## config.mk

```make
export PLATFORM = sky130hd
export DESIGN_NAME = inverse_permutation
export DESIGN_NICKNAME = d
export VERILOG_FILES = /design/src/rtl/inverse_permutation_pkg.sv /design/src/rtl/inverse_permutation_inv_mapper.sv /design/src/rtl/inverse_permutation.sv
export SDC_FILE = /design/constraint.sdc
export NUM_CORES = 1
export LEC_CHECK = 0
export CAP_MARGIN = 30
export CORE_MARGIN = 5
export CORE_UTILIZATION = 50
export CTS_CLUSTER_DIAMETER = 60
export DETAILED_ROUTE_END_ITERATION = 16
export GPL_ROUTABILITY_DRIVEN = 0
export PLACE_DENSITY = 0.83
export SYNTH_ARGS = -nofsm -noshare
export SYNTH_HDL_FRONTEND = slang
export SYNTH_HIERARCHICAL = 1
export SYNTH_SLANG_ARGS = --single-unit
export TNS_END_PERCENT = 20
```

## constraint.sdc

```tcl
create_clock -name clk -period 2.6 [get_ports clk]
set_input_delay 0.52 -clock clk [delete_from_list [all_inputs] [get_ports clk]]
set_output_delay 0.52 -clock clk [all_outputs]
set_load 0.03 [all_outputs]
```

## src/rtl/inverse_permutation_pkg.sv

```systemverilog
// Shared definitions for the inverse 5x5 bit-matrix permutation block.
//   stateT     : controller state encoding (IDLE, RUN, DONE)
//   DEFAULT_N  : default matrix dimension (state width is N*N)
//   DEFAULT_COUNT : default number of inverse-map applications per run
//   invIndex() : destination bit index of source bit (x,y) under the inverse map
package inverse_permutation_pkg;

    typedef enum logic [1:0] {
        IDLE = 2'd0,
        RUN  = 2'd1,
        DONE = 2'd2
    } stateT;

    localparam int DEFAULT_N     = 5;
    localparam int DEFAULT_COUNT = 64;

    // Source bit (x,y), stored at index n*y + x, lands at lane ((x+3y) mod n, x),
    // i.e. at index n*x + ((x+3y) mod n).
    function automatic int invIndex(input int n, input int x, input int y);
        return n * x + ((x + 3 * y) % n);
    endfunction

endpackage

```

## src/rtl/inverse_permutation_inv_mapper.sv

```systemverilog
// Combinational inverse lane-position shuffle for an N x N bit matrix.
//   matrixIn  : N*N-bit state, bit index = N*y + x
//   matrixOut : the same bits after one application of the inverse map
// Pure wiring: every output bit is driven by exactly one input bit.
module inv_mapper
    import inverse_permutation_pkg::*;
#(
    parameter int N = DEFAULT_N
) (
    input  logic [N*N-1:0] matrixIn,
    output logic [N*N-1:0] matrixOut
);

    generate
        for (genvar gi = 0; gi < N * N; gi++) begin : genLane
            localparam int SRC_X = gi % N;
            localparam int SRC_Y = gi / N;
            localparam int DST   = invIndex(N, SRC_X, SRC_Y);
            assign matrixOut[DST] = matrixIn[gi];
        end
    endgenerate

endmodule

```

## src/rtl/inverse_permutation.sv

```systemverilog
// Inverse permutation unit: loads an N*N-bit state on start and applies the
// inverse lane map Count times (one per cycle), undoing a forward run of the
// same length.
//   clk       : system clock, rising edge
//   rst       : synchronous active-high reset, wins in every state
//   start     : run request, only honoured while ready=1
//   matrixIn  : state to invert, bit index = N*y + x
//   ready     : high while idle and able to accept start
//   done      : single-cycle pulse; matrixOut holds the result
//   matrixOut : state register contents
module inverse_permutation
    import inverse_permutation_pkg::*;
#(
    parameter int N     = DEFAULT_N,
    parameter int Count = DEFAULT_COUNT
) (
    input  logic           clk,
    input  logic           rst,
    input  logic           start,
    input  logic [N*N-1:0] matrixIn,
    output logic           ready,
    output logic           done,
    output logic [N*N-1:0] matrixOut
);

    // A single-application run still needs one counter bit.
    localparam int CW = (Count > 1) ? $clog2(Count) : 1;
    localparam logic [CW-1:0] LAST = CW'(Count - 1);

    stateT          stateReg;
    logic [N*N-1:0] matrixReg;
    logic [N*N-1:0] mappedNext;
    logic [CW-1:0]  countReg;

    inv_mapper #(.N(N)) uMapper (
        .matrixIn  (matrixReg),
        .matrixOut (mappedNext)
    );

    always_ff @(posedge clk) begin
        if (rst) begin
            stateReg  <= IDLE;
            matrixReg <= '0;
            countReg  <= '0;
        end else begin
            case (stateReg)
                IDLE: begin
                    if (start) begin
                        matrixReg <= matrixIn;
                        countReg  <= '0;
                        stateReg  <= RUN;
                    end
                end
                RUN: begin
                    matrixReg <= mappedNext;
                    // Carry-out of the mod-Count counter marks the final application.
                    if (countReg == LAST) begin
                        countReg <= '0;
                        stateReg <= DONE;
                    end else begin
                        countReg <= countReg + 1'b1;
                    end
                end
                DONE: begin
                    stateReg <= IDLE;
                end
                default: begin
                    stateReg <= IDLE;
                end
            endcase
        end
    end

    // Both handshake outputs are plain decodes of the state register.
    assign ready     = (stateReg == IDLE);
    assign done      = (stateReg == DONE);
    assign matrixOut = matrixReg;

endmodule
```

======== Word-level counts from Yosys, hierarchy flattened ========
Index checks and enable logic that the tools add are counted.
cells by class
  equality and inequality tests ........... 5
  reductions and logical operators ........ 5
  mux-type cells .......................... 8
  add/subtract/negate cells ............... 1
  bitwise logic cells ..................... 1
operator list
  cell                                                 count
  case mux 25 bit (2 select lines)                     1
  two-way mux 25 bit                                   1
  two-way mux 6 bit                                    2
  case mux 6 bit (2 select lines)                      1
  adder 6 x 1 -> 6 bit, second input constant          1
  equality test 6 bit, second input constant           1
  two-way mux 2 bit                                    2
  inequality test 2 bit, second input constant         2
  case mux 2 bit (2 select lines)                      1
  AND reduction 2 bit                                  2
  AND reduction 3 bit                                  1
  equality test 2 x 1 -> 1 bit, second input constant  1
  equality test 2 bit, second input constant           1
  logical NOT 2 bit                                    1
  nonzero test 2 bit                                   1
  inverter 1 bit                                       1
word-level totals
  logic and storage cells ................. 24
  output and inout port bits .............. 27
  register bits after elaboration ......... 33
  input bits .............................. 28

======== Logic depth before layout (Yosys ltp) ========
  depth in word-level cells ............... 3
  mapped depth ............................ 6
  mapped depth without buffers ............ 5

======== Hierarchy ========
The synthesis kept the hierarchy.
by module, submodules not included
  module               area an instance (µm²)  sequential area each (µm²)  times used  cells an instance
  inverse_permutation  1594.0                  660.6                       1           213
  inv_mapper           187.7                   0.0                         1           25

======== Worst setup path before layout ========
Ideal clock, no wire load.
  path type ............................... register -> output
  from .................................... register stateReg[1]
  to ...................................... output port done
  cell stages (with the launch flop) ...... 4
  arrival time ............................ 1293 ps
  required time ........................... 2080 ps
  setup slack ............................. 787 ps
  buffers on the path ..................... 2
  cell sequence ........................... dfxtp_1 buf_4 clkbuf_1 nor2b_1
on the way
  longest elaborated chain between the ends .. 1
RTL lines
  what                      line                       text
  start: declaration        inverse_permutation.sv:30  stateT stateReg;
  start signal: assignment  inverse_permutation.sv:42  stateReg <= IDLE;
  start signal: assignment  inverse_permutation.sv:51  stateReg <= RUN;
  start signal: assignment  inverse_permutation.sv:59  stateReg <= DONE;
  equality test 2 bit       inverse_permutation.sv:76  assign done = (stateReg == DONE);
  end: declaration          inverse_permutation.sv:22  output logic done,
No other way between the ends.

======== Final worst setup path ========
  from .................................... register stateReg[0]
  to ...................................... register countReg[4]
on the way
  longest elaborated chain between the ends .. 3
  elaborated cells on any way between the ends .. 6
  those cells by class .................... eq/ne: 2; mux: 1; reduce/logical: 3
RTL lines
  what                                                                          line                       text
  equality test 2 x 1 -> 1 bit or logical NOT 2 bit (tied branches)             inverse_permutation.sv:46  case (stateReg)
  nonzero test 2 bit (no source line) or inequality test 2 bit (tied branches)  -
  AND reduction 2 bit (no source line)                                          -
  end signal: assignment                                                        inverse_permutation.sv:61  countReg <= countReg + 1'b1;
  end: declaration                                                              inverse_permutation.sv:33  logic [CW-1:0] countReg;
Several ways; a longest one is shown, not always the timed one.
A chain may end at the register's enable or synchronous reset.

==> flow_metrics.env <==
export IMPL_hold_ws_ns=0.513
export IMPL_n_fill_cell=286
export IMPL_clockBufferDepth=2
export IMPL_synth_most_common_cell="nor2_1"
export IMPL_num_rows=21
export IMPL_synthTopCellsByCount="77 x nor2_1, 33 x dfxtp_1, 27 x buf_4, 26 x nor3_1, 22 x a2bb2oi_1"
export IMPL_core_um2=3390
export IMPL_detail_route_antenna_nets=0
export IMPL_synth_seq_cells=33
export IMPL_clock_latency_ns=0.33
export IMPL_crit_fanout=26
export IMPL_seq_area_um2=661
export IMPL_vias_per_cell=5.49
export IMPL_cts_made_buffers=5
export IMPL_cts_resized=0
export IMPL_globalRoute_totalOverflow=0
export IMPL_ir_drop_mv=0.355
export IMPL_synth_cells=238
export IMPL_synth_area_leaders="dfxtp_1 37%, nor2_1 16%, buf_4 11%"
export IMPL_cts_tree="yes"
export IMPL_crit_path_end_kind="flip-flop"
export IMPL_antenna_cells=0
export IMPL_seq_area_frac_synth_pct=37.1
export IMPL_rsz0062_at_grt="no"
export IMPL_die_area_um2=4860
export IMPL_nets=291
export IMPL_p_leak_nw=0.891
export IMPL_initialDrtViolationCount=126
export IMPL_synthFlopType="dfxtp_1"
export IMPL_cap_violations=0
export IMPL_post_drt_wl_per_cell_um=14.1
export IMPL_synth_warnings=6
export IMPL_ctsHoldBuffers=0
export IMPL_period_share_pct=85.2
export IMPL_num_io_pins=55
export IMPL_drive_gt1_share_pct=5.73
export IMPL_clock_skew_ns=0.00917
export IMPL_drc=0
export IMPL_yosys_area_top_type="dfxtp_1"
export IMPL_hp_class="reg2reg"
export IMPL_run_status="completed"
export IMPL_initial_core_util_pct=52.6
export IMPL_grt_pass1_vias=1587
export IMPL_relSlewSlack_pct=51.6
export IMPL_startpoint_type="flip-flop"
export IMPL_htree_num_levels=2
export IMPL_drt_wl_total_um=4350
export IMPL_powerDensity_nw_per_um2=551
export IMPL_synth_top_cell_area_share_pct=37.1
export IMPL_setup_violations=0
export IMPL_grt_pass1_wl_um=7380
export IMPL_hpwl_um=3020
export IMPL_die_height_um=69.7
export IMPL_antenna_found_initial=0
export IMPL_setup_tns_final_ns=0
export IMPL_synth_cell_types=28
export IMPL_port_buffers=54
export IMPL_async_reset_ff_share_pct=0
export IMPL_vias=1691
export IMPL_cp_arrival_ns=2.46
export IMPL_die_w_um=69.7
export IMPL_drv_slew=0
export IMPL_grt_usage_pct=18.3
export IMPL_syn_nets=267
export IMPL_hold_viol_final=0
export IMPL_ff2ff_setup_slack_ns=0.39
export IMPL_grt_max_degree=34
export IMPL_crit_type="reg2reg"
export IMPL_clk_pin_slew_worst_paths_ns=0.10
export IMPL_cts_sinks=33
export IMPL_critical_path_cell_chain="clkinv_1, nor2_1, nand2_1, a311oi_1"
export IMPL_worstMarginPinSlew_ns=0.721
export IMPL_root_buffer="clkbuf_4"
export IMPL_multi_input_area_um2=850
export IMPL_syn_cell_area_um2=1780
export IMPL_area_delta_synth_final_pct=23.7
export IMPL_fin_crit_ns=2.21
export IMPL_post_cts_buffers=0
export IMPL_dr_pass1_iters=4
export IMPL_max_stage_delay_ns=0.69
export IMPL_cp_required_ns=2.84
export IMPL_fmax_mhz=451
export IMPL_synth_edf_count=0
export IMPL_synth_area_per_cell_um2=7.49
export IMPL_cp_slowest_cell="clkinv_1"
sequential cells by signal, indices dropped and copies added, names as in the netlist:
register,cells
matrixOut,25
stateReg,2
countReg,6
routing by layer:
metal	global-route usage, %	vias to the layer above	routed length, um
li1	-	837	-
met1	23.6	784	1980
met2	29.1	64	2000
met3	5.65	6	320
met4	5.74	0	55
met5	0	-	0
worst paths after layout:
| kind | depth (start not counted) | startpoint | to |
|---|---|---|---|
| setup / recovery | 4 | stateReg[0] | countReg[4] |
| hold / removal | 2 | matrixOut[1] | matrixOut[1] |
| setup reg to reg | 4 | stateReg[0] | countReg[4] |
| hold reg to reg | 2 | matrixOut[1] | matrixOut[1] |
layout by cell type, fill, tap and decap left out, types with 2 or more instances in the layout:
cell type,n
nor2_1,77
a21oi_1,6
nor2b_1,4
nand2b_1,2
dfxtp_1,33
a22oi_1,2
a2bb2oi_1,22
o22ai_1,3
nand2_1,3
clkdlybuf4s50_1,54
buf_4,5
nand3_1,4
nor3_1,26
clkbuf_4,5
logic make-up (layout without fill, tap and decap cells):
family	count (synthesis)	count (layout)	share of synthesized area [%]
simple gates	124	124	30.6
buf+inv	43	67	15.2
compound gates	36	36	15.7
flops	33	33	37.1
fa+ha+maj	1	1	0.702
mux	1	1	0.632
worst max-delay path, delay by kind of cell, from the launching register on:
kind,cells,cell delay (ns)
simple gates,2,0.61
buf+inv,1,0.69
flops,1,0.56
compound gates,1,0.27
power by group:
part / total [mW] / internal, mW / leakage (nW) / switching, mW
Clock: 0.288 / 0.128 / 0.0314 / 0.160
Combinational: 0.347 / 0.167 / 0.586 / 0.180
Sequential: 0.580 / 0.544 / 0.273 / 0.0356
per-stage QoR:
| stage | area [um^2] | std cells | power, mW | setup slack [ns] | utilization [%] |
|---|---|---|---|---|---|
| final | 2200 | 308 | 1.21 | 0.385 | 65.0 |
| after global routing | 2200 | 308 | 1.28 | 0.201 | 65.0 |
| after CTS | 2200 | 308 | 1.23 | 0.391 | 65.0 |
| after detailed placement | 2150 | 301 | 0.939 | 0.406 | 63.4 |
| after global placement | 2150 | 301 | 0.934 | 0.554 | 63.4 |
| after floorplan | 1780 | 238 | 0.840 | 0.787 | - |
cell type report:
type,instances,share of cell area [%]
multi-input combinational,162,38.5
sequential,33,30.0
timing repair buffer,59,26.2
tap,46,2.61
clock buffer,7,2.50
inverter,1,0.170
Note: power is estimated with default switching activity, not from simulation.
